File: src/rtl/traffic_pkg.sv
// Shared lamp encodings, fault codes and direction indices for the traffic
// light controller and the conflict monitor that sits downstream of it.
package traffic_pkg;

    localparam logic [2:0] LAMP_GRN = 3'b001;
    localparam logic [2:0] LAMP_YEL = 3'b010;
    localparam logic [2:0] LAMP_RED = 3'b100;
    localparam logic [2:0] LAMP_OFF = 3'b000;

    typedef enum logic [2:0] {
        FLT_NONE     = 3'd0,
        FLT_INVALID  = 3'd1,
        FLT_CONFLICT = 3'd2,
        FLT_ILLEGAL  = 3'd3,
        FLT_SHORT_G  = 3'd4,
        FLT_SHORT_Y  = 3'd5,
        FLT_WATCHDOG = 3'd6
    } fault_code_t;

    typedef enum logic [1:0] {
        DIR_N = 2'd0,
        DIR_S = 2'd1,
        DIR_E = 2'd2,
        DIR_W = 2'd3
    } dir_t;

    function automatic logic lamp_valid(input logic [2:0] code);
        return (code == LAMP_GRN) || (code == LAMP_YEL) || (code == LAMP_RED);
    endfunction

endpackage

File: src/rtl/lamp_seq_checker.sv
// Per-direction sample/previous registers, dwell counter and colour-sequence
// checks for one approach of the intersection.
module lamp_seq_checker
    import traffic_pkg::*;
#(
    parameter int GREEN_MIN  = 8,
    parameter int YELLOW_MIN = 4
) (
    input  logic       clk,
    input  logic       rst,
    input  logic [2:0] lamp_in,
    output logic [2:0] s,
    output logic       changed,
    output logic       invalid,
    output logic       illegal,
    output logic       short_g,
    output logic       short_y,
    output logic       non_red
);

    localparam int DWELL_SAT = (GREEN_MIN > YELLOW_MIN) ? GREEN_MIN : YELLOW_MIN;
    localparam int DWELL_W   = $clog2(DWELL_SAT + 1);

    logic [2:0]         p;
    logic [DWELL_W-1:0] dwell;

    // Dwell tracks the run length of the colour now held in p, so it is the
    // length of the phase that is just ending whenever s differs from p.
    // NOTE: sequential state uses non-blocking assignments so every flop
    // samples the pre-edge value of s, regardless of statement order.
    always_ff @(posedge clk or posedge rst) begin
        if (rst) begin
            s     <= LAMP_RED;
            p     <= LAMP_RED;
            dwell <= '0;
        end else begin
            s <= lamp_in;
            p <= s;
            if (s != p) begin
                dwell <= DWELL_W'(1);
            end else if (dwell != DWELL_W'(DWELL_SAT)) begin
                dwell <= dwell + DWELL_W'(1);
            end
        end
    end

    assign changed = (s != p);
    assign invalid = !lamp_valid(s);
    assign non_red = (s != LAMP_RED);
    assign illegal = changed && !((p == LAMP_RED && s == LAMP_GRN) ||
                                  (p == LAMP_GRN && s == LAMP_YEL) ||
                                  (p == LAMP_YEL && s == LAMP_RED));
    assign short_g = (p == LAMP_GRN) && (s == LAMP_YEL) && (dwell < DWELL_W'(GREEN_MIN));
    assign short_y = (p == LAMP_YEL) && (s == LAMP_RED) && (dwell < DWELL_W'(YELLOW_MIN));

endmodule

File: src/rtl/traffic_conflict_monitor.sv
// Safety monitor between the traffic light controller and the lamp drivers:
// forwards clean patterns, latches the first fault and flashes red until reset.
module traffic_conflict_monitor
    import traffic_pkg::*;
#(
    parameter int GREEN_MIN  = 8,
    parameter int YELLOW_MIN = 4,
    parameter int MAX_DWELL  = 16,
    parameter int FLASH_HALF = 4
) (
    input  logic       clk,
    input  logic       rst,
    input  logic [2:0] north,
    input  logic [2:0] south,
    input  logic [2:0] east,
    input  logic [2:0] west,
    output logic [2:0] north_lamp,
    output logic [2:0] south_lamp,
    output logic [2:0] east_lamp,
    output logic [2:0] west_lamp,
    output logic       fault,
    output logic [2:0] fault_code,
    output logic [1:0] fault_dir
);

    localparam int STALL_W = $clog2(MAX_DWELL + 1);
    localparam int FLASH_W = $clog2(FLASH_HALF);

    logic [2:0] lamp_in [4];
    logic [2:0] samp    [4];
    logic       changed [4];
    logic       invalid [4];
    logic       illegal [4];
    logic       short_g [4];
    logic       short_y [4];
    logic       non_red [4];

    logic [STALL_W-1:0] stall_cnt, stall_next;
    logic [FLASH_W-1:0] flash_cnt;
    logic               flash_on;
    logic [2:0]         nonred_cnt;
    logic               any_change;
    fault_code_t        det_code;
    dir_t               det_dir;

    assign lamp_in[0] = north;
    assign lamp_in[1] = south;
    assign lamp_in[2] = east;
    assign lamp_in[3] = west;

    for (genvar i = 0; i < 4; i++) begin : g_dir
        lamp_seq_checker #(
            .GREEN_MIN  (GREEN_MIN),
            .YELLOW_MIN (YELLOW_MIN)
        ) u_chk (
            .clk     (clk),
            .rst     (rst),
            .lamp_in (lamp_in[i]),
            .s       (samp[i]),
            .changed (changed[i]),
            .invalid (invalid[i]),
            .illegal (illegal[i]),
            .short_g (short_g[i]),
            .short_y (short_y[i]),
            .non_red (non_red[i])
        );
    end

    // Checks are applied from lowest to highest priority, and each loop scans
    // directions from W down to N, so the last hit is the winning code/dir.
    // NOTE: every variable gets a default before any branch so no latch is
    // inferred; blocking assignments give the intended top-down override.
    always_comb begin
        nonred_cnt = '0;
        any_change = 1'b0;
        det_code   = FLT_NONE;
        det_dir    = DIR_N;
        for (int i = 0; i < 4; i++) begin
            nonred_cnt = nonred_cnt + {2'b00, non_red[i]};
            any_change = any_change | changed[i];
        end

        if (any_change) begin
            stall_next = '0;
        end else if (stall_cnt == STALL_W'(MAX_DWELL)) begin
            stall_next = stall_cnt;
        end else begin
            stall_next = stall_cnt + STALL_W'(1);
        end

        if (stall_next == STALL_W'(MAX_DWELL)) begin
            det_code = FLT_WATCHDOG;
        end
        for (int i = 3; i >= 0; i--) begin
            if (short_y[i]) begin det_code = FLT_SHORT_Y; det_dir = dir_t'(i[1:0]); end
        end
        for (int i = 3; i >= 0; i--) begin
            if (short_g[i]) begin det_code = FLT_SHORT_G; det_dir = dir_t'(i[1:0]); end
        end
        for (int i = 3; i >= 0; i--) begin
            if (illegal[i]) begin det_code = FLT_ILLEGAL; det_dir = dir_t'(i[1:0]); end
        end
        if (nonred_cnt > 3'd1) begin
            det_code = FLT_CONFLICT;
            for (int i = 3; i >= 0; i--) begin
                if (non_red[i]) det_dir = dir_t'(i[1:0]);
            end
        end
        for (int i = 3; i >= 0; i--) begin
            if (invalid[i]) begin det_code = FLT_INVALID; det_dir = dir_t'(i[1:0]); end
        end
    end

    always_ff @(posedge clk or posedge rst) begin
        if (rst) begin
            {north_lamp, south_lamp, east_lamp, west_lamp} <= {4{LAMP_RED}};
            fault      <= 1'b0;
            fault_code <= FLT_NONE;
            fault_dir  <= DIR_N;
            stall_cnt  <= '0;
            flash_cnt  <= '0;
            flash_on   <= 1'b0;
        end else begin
            stall_cnt <= stall_next;
            if (fault) begin
                // Sticky: code and direction stay frozen, only the flasher runs.
                if (flash_cnt == FLASH_W'(FLASH_HALF - 1)) begin
                    flash_cnt <= '0;
                    flash_on  <= !flash_on;
                    {north_lamp, south_lamp, east_lamp, west_lamp} <=
                        {4{flash_on ? LAMP_OFF : LAMP_RED}};
                end else begin
                    flash_cnt <= flash_cnt + FLASH_W'(1);
                end
            end else if (det_code != FLT_NONE) begin
                fault      <= 1'b1;
                fault_code <= det_code;
                fault_dir  <= det_dir;
                flash_cnt  <= '0;
                flash_on   <= 1'b1;
                {north_lamp, south_lamp, east_lamp, west_lamp} <= {4{LAMP_RED}};
            end else begin
                {north_lamp, south_lamp, east_lamp, west_lamp} <=
                    {samp[0], samp[1], samp[2], samp[3]};
            end
        end
    end

endmodule

File: config.mk
export PLATFORM = sky130hd
export DESIGN_NAME = traffic_conflict_monitor
export DESIGN_NICKNAME = d
export VERILOG_FILES = /design/src/rtl/traffic_pkg.sv /design/src/rtl/lamp_seq_checker.sv /design/src/rtl/traffic_conflict_monitor.sv
export SDC_FILE = /design/constraint.sdc
export NUM_CORES = 1
export LEC_CHECK = 0
export ABC_AREA = 1
export BUFFER_PORTS_ARGS = -buffer_cell sky130_fd_sc_hd__buf_2
export CORE_ASPECT_RATIO = 2
export CORE_MARGIN = 2
export CORE_UTILIZATION = 52
export CTS_BUF_LIST = sky130_fd_sc_hd__clkbuf_4 sky130_fd_sc_hd__clkbuf_8 sky130_fd_sc_hd__clkbuf_16
export DETAILED_ROUTE_END_ITERATION = 16
export HOLD_SLACK_MARGIN = 0.08
export PLACE_DENSITY_LB_ADDON = 0.05
export SYNTH_ARGS = -nofsm -noshare
export SYNTH_HDL_FRONTEND = slang
export SYNTH_SLANG_ARGS = --single-unit
export TNS_END_PERCENT = 100
File: constraint.sdc
create_clock -name clk -period 2.3 [get_ports clk]
set_input_delay 0.69 -clock clk [delete_from_list [all_inputs] [get_ports clk]]
set_output_delay 0.69 -clock clk [all_outputs]
set_load 0.05 [all_outputs]
# After elaboration in Yosys (flattened, before gate mapping)
# Cells that the tools add are included.
# W data, S select, Z words.
dict set report totals {
  ff_bits 66
  inputBits 14
  output_inout_bits 18
}
dict set report classes {
  n_addsub 9
  n_lt_le_gt_ge 9
  eq_ne 40
  mux 67
  bitwise 4
  reduce_logical 53
}
# cell count
set ops {}
lappend ops {{$mux W3} 28}
lappend ops {{$mux W2} 24}
lappend ops {{$mux W4} 8}
lappend ops {{$eq A3 B1 Y1 const B} 8}
lappend ops {{$eq A3 B2 Y1 const B} 8}
lappend ops {{$eq A3 B3 Y1 const B} 8}
lappend ops {{$logic_and A1 B1 Y1} 24}
lappend ops {{$add A4 B1 Y4 const B} 4}
lappend ops {{$logic_or A1 B1 Y1} 16}
lappend ops {{$lt A4 B3 Y1 const B} 4}
lappend ops {{$lt A4 B4 Y1 const B} 4}
lappend ops {{$ne A4 B4 Y1 const B} 4}
lappend ops {{$ne A3 B3 Y1} 4}
lappend ops {{$ne A3 B3 Y1 const B} 4}
lappend ops {{$eq A5 B5 Y1 const B} 2}
lappend ops {{$mux W5} 2}
lappend ops {{$reduce_bool A2 Y1} 5}
lappend ops {{$add A5 B1 Y5 const B} 1}
lappend ops {{$logic_not A1 Y1} 5}
lappend ops {{$mux W1} 5}
lappend ops {{$reduce_and A2 Y1} 2}
lappend ops {{$add A2 B1 Y3} 1}
lappend ops {{$add A3 B1 Y3} 1}
lappend ops {{$gt A3 B1 Y1 const B} 1}
lappend ops {{other kinds (7)} 9}

# Depth between registers and ports, before layout
dict set report depth {
  ltp_word 27
  depth_mapped 25
  ltp_nobuf 25
}

# Cells and area by module
# A second synthesis with hierarchy kept.
dict set report unflattened {
  hier_cells 415
  area_unflattened_um2 3523.4
}
# module instances cells_per_inst area_each_um2 seq_area_each_um2
set modules_own_cells {}
lappend modules_own_cells {{lamp_seq_checker at g_dir[1].u_chk ...} 3 60 520.5 252.7}
lappend modules_own_cells {traffic_conflict_monitor 1 173 1442.6 655.6}
lappend modules_own_cells {{lamp_seq_checker at g_dir[0].u_chk} 1 62 519.2 252.7}

# Worst setup path after synthesis
# No wires, ideal clock.
dict set report synth_timing {
  path_type {register to register}
  startpoint {reg g_dir[0].u_chk.s[2]}
  endpoint {reg east_lamp[2]}
  setup_time_ns 0.088
  t_arrival_ns 2.249
  setup_slack_ns -0.037
  path_stages_with_launch 10
  period_less_slack_ns 2.337
  cell_sequence {dfstp_2 inv_2 nor3_2 fa_1 o21ai_1 o21ai_2 nor2_8 nand2_8 nand2_2 o211ai_1}
}
dict set report synth_via {
  elab_chain_len 27
  word_cells_on_any_way 46
  classes_between {3 x add/sub; 1 x order compare; 6 x eq/ne; 21 x mux; 3 x bitwise; 12 x reduce/logical}
}
# element line
set synth_lines {}
lappend synth_lines {{start, declared} lamp_seq_checker.sv:12} ;# output logic [2:0] s,
lappend synth_lines {{start signal, assigned} lamp_seq_checker.sv:37} ;# s <= lamp_in;
lappend synth_lines {{$ne A3 B3 Y1} lamp_seq_checker.sv:47} ;# assign changed = (s != p);
lappend synth_lines {{$or A1 B1 Y1 (3 in a row)} traffic_conflict_monitor.sv:80} ;# any_change = any_change | changed[i];
lappend synth_lines {{$mux W5} traffic_conflict_monitor.sv:83} ;# if (any_change) begin
lappend synth_lines {{$eq A5 B5 Y1} traffic_conflict_monitor.sv:91} ;# if (stall_next == STALL_W'(MAX_DWELL)) begin
lappend synth_lines {{$mux W3} traffic_conflict_monitor.sv:91}
lappend synth_lines {{$mux W3 (4 in a row)} traffic_conflict_monitor.sv:95} ;# if (short_y[i]) begin det_code = FLT_SHORT_Y; det_dir = dir_t'(i[1:0]); end
lappend synth_lines {{$mux W3 (4 in a row)} traffic_conflict_monitor.sv:98} ;# if (short_g[i]) begin det_code = FLT_SHORT_G; det_dir = dir_t'(i[1:0]); end
lappend synth_lines {{$mux W3 (4 in a row)} traffic_conflict_monitor.sv:101} ;# if (illegal[i]) begin det_code = FLT_ILLEGAL; det_dir = dir_t'(i[1:0]); end
lappend synth_lines {{$mux W3} traffic_conflict_monitor.sv:103} ;# if (nonred_cnt > 3'd1) begin
lappend synth_lines {{$mux W3 (3 in a row)} traffic_conflict_monitor.sv:110} ;# if (invalid[i]) begin det_code = FLT_INVALID; det_dir = dir_t'(i[1:0]); end
lappend synth_lines {{$mux W3 (*)} traffic_conflict_monitor.sv:110}
lappend synth_lines {{$reduce_bool A3 Y1 (*)} traffic_conflict_monitor.sv:135} ;# end else if (det_code != FLT_NONE) begin
lappend synth_lines {{$mux W3 (*)} traffic_conflict_monitor.sv:135}
lappend synth_lines {{$mux W3 (*)} traffic_conflict_monitor.sv:125} ;# if (fault) begin
lappend synth_lines {{end signal, assigned} traffic_conflict_monitor.sv:116} ;# {north_lamp, south_lamp, east_lamp, west_lamp} <= {4{LAMP_RED}};
lappend synth_lines {{end signal, assigned} traffic_conflict_monitor.sv:130} ;# {north_lamp, south_lamp, east_lamp, west_lamp} <=
lappend synth_lines {{end signal, assigned} traffic_conflict_monitor.sv:141} ;# {north_lamp, south_lamp, east_lamp, west_lamp} <= {4{LAMP_RED}};
lappend synth_lines {{end, declared} traffic_conflict_monitor.sv:19} ;# output logic [2:0] east_lamp,
# Mark *: on every way between the ends. The rest lies on a longest branch, timed or not.
# A chain may end at the register's enable or synchronous reset.

# Final worst setup path
dict set report layout_timing {
  startpoint {reg g_dir[1].u_chk.s[2]}
  endpoint {reg north_lamp[2]}
}
dict set report layout_via {
  elab_chain_len 27
  word_cells_on_any_way 46
  classes_between {3 x add/sub; 1 x order compare; 6 x eq/ne; 21 x mux; 3 x bitwise; 12 x reduce/logical}
}
# element line
set layout_lines {}
lappend layout_lines {{start, declared} lamp_seq_checker.sv:12}
lappend layout_lines {{start signal, assigned} lamp_seq_checker.sv:37}
lappend layout_lines {{$ne A3 B3 Y1} lamp_seq_checker.sv:47}
lappend layout_lines {{$or A1 B1 Y1 (3 in a row)} traffic_conflict_monitor.sv:80}
lappend layout_lines {{$mux W5} traffic_conflict_monitor.sv:83}
lappend layout_lines {{$eq A5 B5 Y1} traffic_conflict_monitor.sv:91}
lappend layout_lines {{$mux W3} traffic_conflict_monitor.sv:91}
lappend layout_lines {{$mux W3 (4 in a row)} traffic_conflict_monitor.sv:95}
lappend layout_lines {{$mux W3 (4 in a row)} traffic_conflict_monitor.sv:98}
lappend layout_lines {{$mux W3 (4 in a row)} traffic_conflict_monitor.sv:101}
lappend layout_lines {{$mux W3} traffic_conflict_monitor.sv:103}
lappend layout_lines {{$mux W3 (2 in a row)} traffic_conflict_monitor.sv:110}
lappend layout_lines {{$mux W3 (*) (2 in a row)} traffic_conflict_monitor.sv:110}
lappend layout_lines {{$reduce_bool A3 Y1 (*)} traffic_conflict_monitor.sv:135}
lappend layout_lines {{$mux W3 (*)} traffic_conflict_monitor.sv:135}
lappend layout_lines {{$mux W3 (*)} traffic_conflict_monitor.sv:125}
lappend layout_lines {{end signal, assigned} traffic_conflict_monitor.sv:116}
lappend layout_lines {{end signal, assigned} traffic_conflict_monitor.sv:130}
lappend layout_lines {{end signal, assigned} traffic_conflict_monitor.sv:141}
lappend layout_lines {{end, declared} traffic_conflict_monitor.sv:17} ;# output logic [2:0] north_lamp,
# Marked as above.

==> results <==
- The flow ran to the end, but the final reports show violations.
- The final reports fail on negative setup slack.
- The leakage power figure is 2.02 nW.
- Counting tap cells, the placed design contains a total of 510 instances.
- Once layout is complete, the utilization of the core stands at 66.2%.
- The maximum resistive drop on vdd is 516 µV.
- For this run, the register share of the synthesized area comes to 49.5%.
- The critical path starts at g_dir[1].u_chk.s[2]$_DFF_PP1_.
- The post-synthesis cell type count is 35.
- The pin count of the biggest net entering global routing is 67.
- The number of nets handed over by synthesis was around 400.
- Yosys attributes the largest share of cell area to dfrtp_1, nand2_1, dfstp_2.
- The congestion estimate from routability-driven global placement came to roughly 0.86.
- Data arrives at the worst endpoint at 2.57 ns.
- The cell with the most instances after synthesis is nand2_1.
- The worst hold slack is roughly 0.39 ns.
- STA classifies the critical path endpoint as a flip-flop.
- After clock tree synthesis, the clock-pin slew on the worst setup and hold paths is ~0.05 ns.
- The end of the worst hold path is g_dir[2].u_chk.p[2]$_DFF_PP1_.
- The signal on the critical path passes through inv_2 -> nor3_4 -> fa_1 -> o21ai_4 -> buf_4 -> nor2_4 -> nand2_4 -> nor2_8 -> nand2_8 -> nand2_2 -> o211ai_1.
- The tightest slew margin relative to the limit is 67.1%.
- The clock arrives with 0.00376 ns of skew.
- The max-cap violation count is 0.
- The hold-fix buffer count after cts is 0.
- The initial antenna violation count is 0.
- The CTS tree is done.
- The path class of the tightest hold or removal check is flip-flop to flip-flop.
- The number of buffers on the longest clock path is 2.
- The post-route minimum period is between 2 and 2.5 ns.
- OpenSTA, run right after detailed placement, puts the worst setup slack at -0.0705 ns.
- On the worst path, the slowest cell contributes a delay of 0.55 ns.
- The main flop type after synthesis is dfrtp_1.
- The total iterations of the first detailed-routing run is 4.
- In the final design database the tool counted between 400 and 500 nets.
- The number of placement rows is 41.
- The number of hold-slack violations in the final timing report came to 0.
- The detailed-route DRC error count is 0.
- For this run, the top clock speed supported by timing is ~430 MHz.
- The number of instances on the worst hold path is 0.
- The final count of pins violating max slew is 0.
- The post-synthesis instance total is 378.
- The initial utilization of the core area, before any placement, comes to 53.4%.
- Setup repair after global routing could not meet its margin everywhere.
- At the pin with the least slew margin, the transition time is around 0.49 ns.
- The wire length per cell after detailed routing is 13.3 µm.
- After synthesis the cells add up to 3370 µm².
- The CTS root buffer is clkbuf_16.
- The worst setup path is launched from a flip-flop.
- The final wirelength is 7060 µm.
- The async set or reset register ratio after synthesis is between 90% and 100%.
- dfrtp_1 takes more of the synthesized area than any other cell.
- The highest net fanout along the worst path is 10.
- The number of global-route vias before repair is ~2,600.
- The slowest stage of the critical path belongs to the cell dfstp_2.
- The number of diodes added for antenna fixing is 0.
- The count of clock tree sinks is 66.
- In the global route stage, overall resource usage came out at ~22%.
- The clock latency on the worst-skew pair is between 0.3 and 0.4 ns.
- In this run, the number of DRC markers left after iteration 0 of detailed routing was 133.
- The data required time at the worst endpoint is 2.55 ns.
- The startpoint of the lowest-slack hold path is g_dir[2].u_chk.s[2]$_DFF_PP1_.
- Once routing completed, OpenROAD measured the worst setup slack at -0.0245 ns.
- The deepest level of the CTS H-tree is 3.
- After synthesis, the mean cell area works out to between 8 and 9 µm².
- The total congestion overflow after global routing is 0.
- The horizontal die dimension is 60.9 µm.
- The total via count after detailed routing is between 2,000 and 3,000.
- The type of the setup path with the least slack is flip-flop to flip-flop.
- 32 I/O pins were placed.
- The final cell count without fillers is 531.
- The count of endpoints failing setup in the final report is 6.
- By count the netlist is led by nand2_1, dfrtp_1, inv_1, nand3_1, nor2_1.
- The half-perimeter wire length of the detailed placement result is 5370 µm.
- In this run the tool buffered the top-level ports with 31 buffer cells.
- In this run the critical register-to-register path is captured at north_lamp[2]$_DFFE_PP1P_.
- Using the TritonRoute via totals, the vias-per-cell ratio works out to 5.03.
- The global-route wire length before repair is 11,900 µm.
- Of the post-synthesis cell area, the dominant cell type holds ~40%.
- The final critical path takes up 101% of the cycle.
- The floorplan step set the die height to 118 µm.
- Dividing total power by cell area gives a power density of 667 nW/µm².
- The share of cells above drive strength 1 is 26.3%.
- The placeable core area is 6310 µm².
- The synthesized design contains 66 register bits.
- The count of yosys warnings during synthesis is 0.
- The depth of the worst register-to-register path is 11.
- The beginning of the worst register-to-register path is g_dir[1].u_chk.s[2]$_DFF_PP1_.
- The slack of the worst reg-to-reg path is -0.02 ns.
- In this run, synthesis inferred 0 flip-flops with an integrated enable.
- The area growth from synthesis to layout is 24.0%.
- In this run, CTS created clock tree buffers numbering 9.
- The floorplan die area is about 7000 µm².
- In this run the remaining antenna-violating nets after routing total 0.
[cell type report]
type / instances / area, µm²
Fill cell: 546 / 2130
Clock buffer: 14 / 282
Sequential cell: 66 / 1670
Tap cell: 86 / 108
Inverter: 58 / 221
Clock inverter: 2 / 10.0
Timing Repair Buffer: 52 / 337
Multi-Input combinational cell: 253 / 1560
[how the worst max path moves through the flow]
stage                                     end  slack (ns)  depth (start not counted)
floorplan            east_lamp[2]$_DFFE_PP1P_        0.05                          9
global placement     fault_dir[0]$_DFFE_PP0P_      -0.004                          9
detailed placement   fault_dir[1]$_DFFE_PP0P_       -0.07                         11
CTS                 north_lamp[2]$_DFFE_PP1P_       0.001                         14
global route        north_lamp[2]$_DFFE_PP1P_       -0.17                         13
finish              north_lamp[2]$_DFFE_PP1P_       -0.02                         11
[cells in the final DEF, fill, tap and decap left out, types with 5 or more instances in the layout]
master / synthesis / layout
a21oi_1: 12 / 12
buf_2: 0 / 31
buf_4: 0 / 17
clkbuf_16: 0 / 9
dfrtp_1: 54 / 54
dfstp_2: 12 / 12
ha_1: 11 / 11
inv_1: 54 / 52
inv_2: 4 / 5
nand2_1: 85 / 85
nand3_1: 28 / 25
nand4_1: 7 / 7
nor2_1: 25 / 23
nor3_1: 10 / 10
o211ai_1: 6 / 6
o21ai_1: 8 / 9
xnor2_1: 19 / 19
[power breakdown]
part	switching, W	internal, W
clock network	0.000455	0.000837
logic	0.000142	0.0000989
registers	0.0000452	0.00121
[kinds of logic (layout without fill, tap and decap cells)]
logic type / Yosys count / in the layout / share of synthesized area [%]
simple gates: 179 / 179 / 26.4
flops: 66 / 66 / 49.5
buf+inv: 59 / 126 / 6.57
compound gates: 41 / 41 / 7.46
xor+xnor: 21 / 21 / 5.46
fa+ha+maj: 12 / 12 / 4.68
[flip-flops by register name, summed over array words and instances (netlist names), 2 cells and up]
register and flops:
east_lamp 3, g_dir.u_chk.dwell 16, fault_code 3, fault_dir 2, flash_cnt 2, g_dir.u_chk.p 12
g_dir.u_chk.s 12, west_lamp 3, north_lamp 3, south_lamp 3, stall_cnt 5
[per-stage QoR]
| step | total power (W) | area [µm²] | setup TNS, ns |
|---|---|---|---|
| after floorplan | 0.00142 | 3380 | 0 |
| after global placement | 0.00149 | 3770 | -0.00449 |
| after detailed placement | 0.00150 | 3770 | -0.442 |
| after CTS | 0.00280 | 4080 | 0 |
| after global routing | 0.00291 | 4180 | -2.05 |
| final | 0.00279 | 4180 | -0.0886 |
[critical path: cells and delay by family (launching register included)]
kind | cells | cell delay [ns]
adders and majority gates | 1 | 0.50
DFF | 1 | 0.55
AOI/OAI and AO/OA | 2 | 0.32
and+or+nand+nor | 6 | 0.65
buffers and inverters | 2 | 0.20
[per-layer routing]
metal	vias to the layer above	GRT usage, %	routed length, µm
met1	1266	25.1	2800
met3	19	4.40	130
met5	-	0	0
met2	36	37.5	3870
met4	0	11.7	254
li1	1350	-	-
[what timing repair did]
| action | in CTS | in global routing |
|---|---|---|
| gates resized for setup | 3 | 17 |
| setup buffers | 0 | 5 |
| pin swaps | 1 | 10 |
| endpoints found under the setup margin | 8 | 21 |
Power figures use the tool's default switching activity.
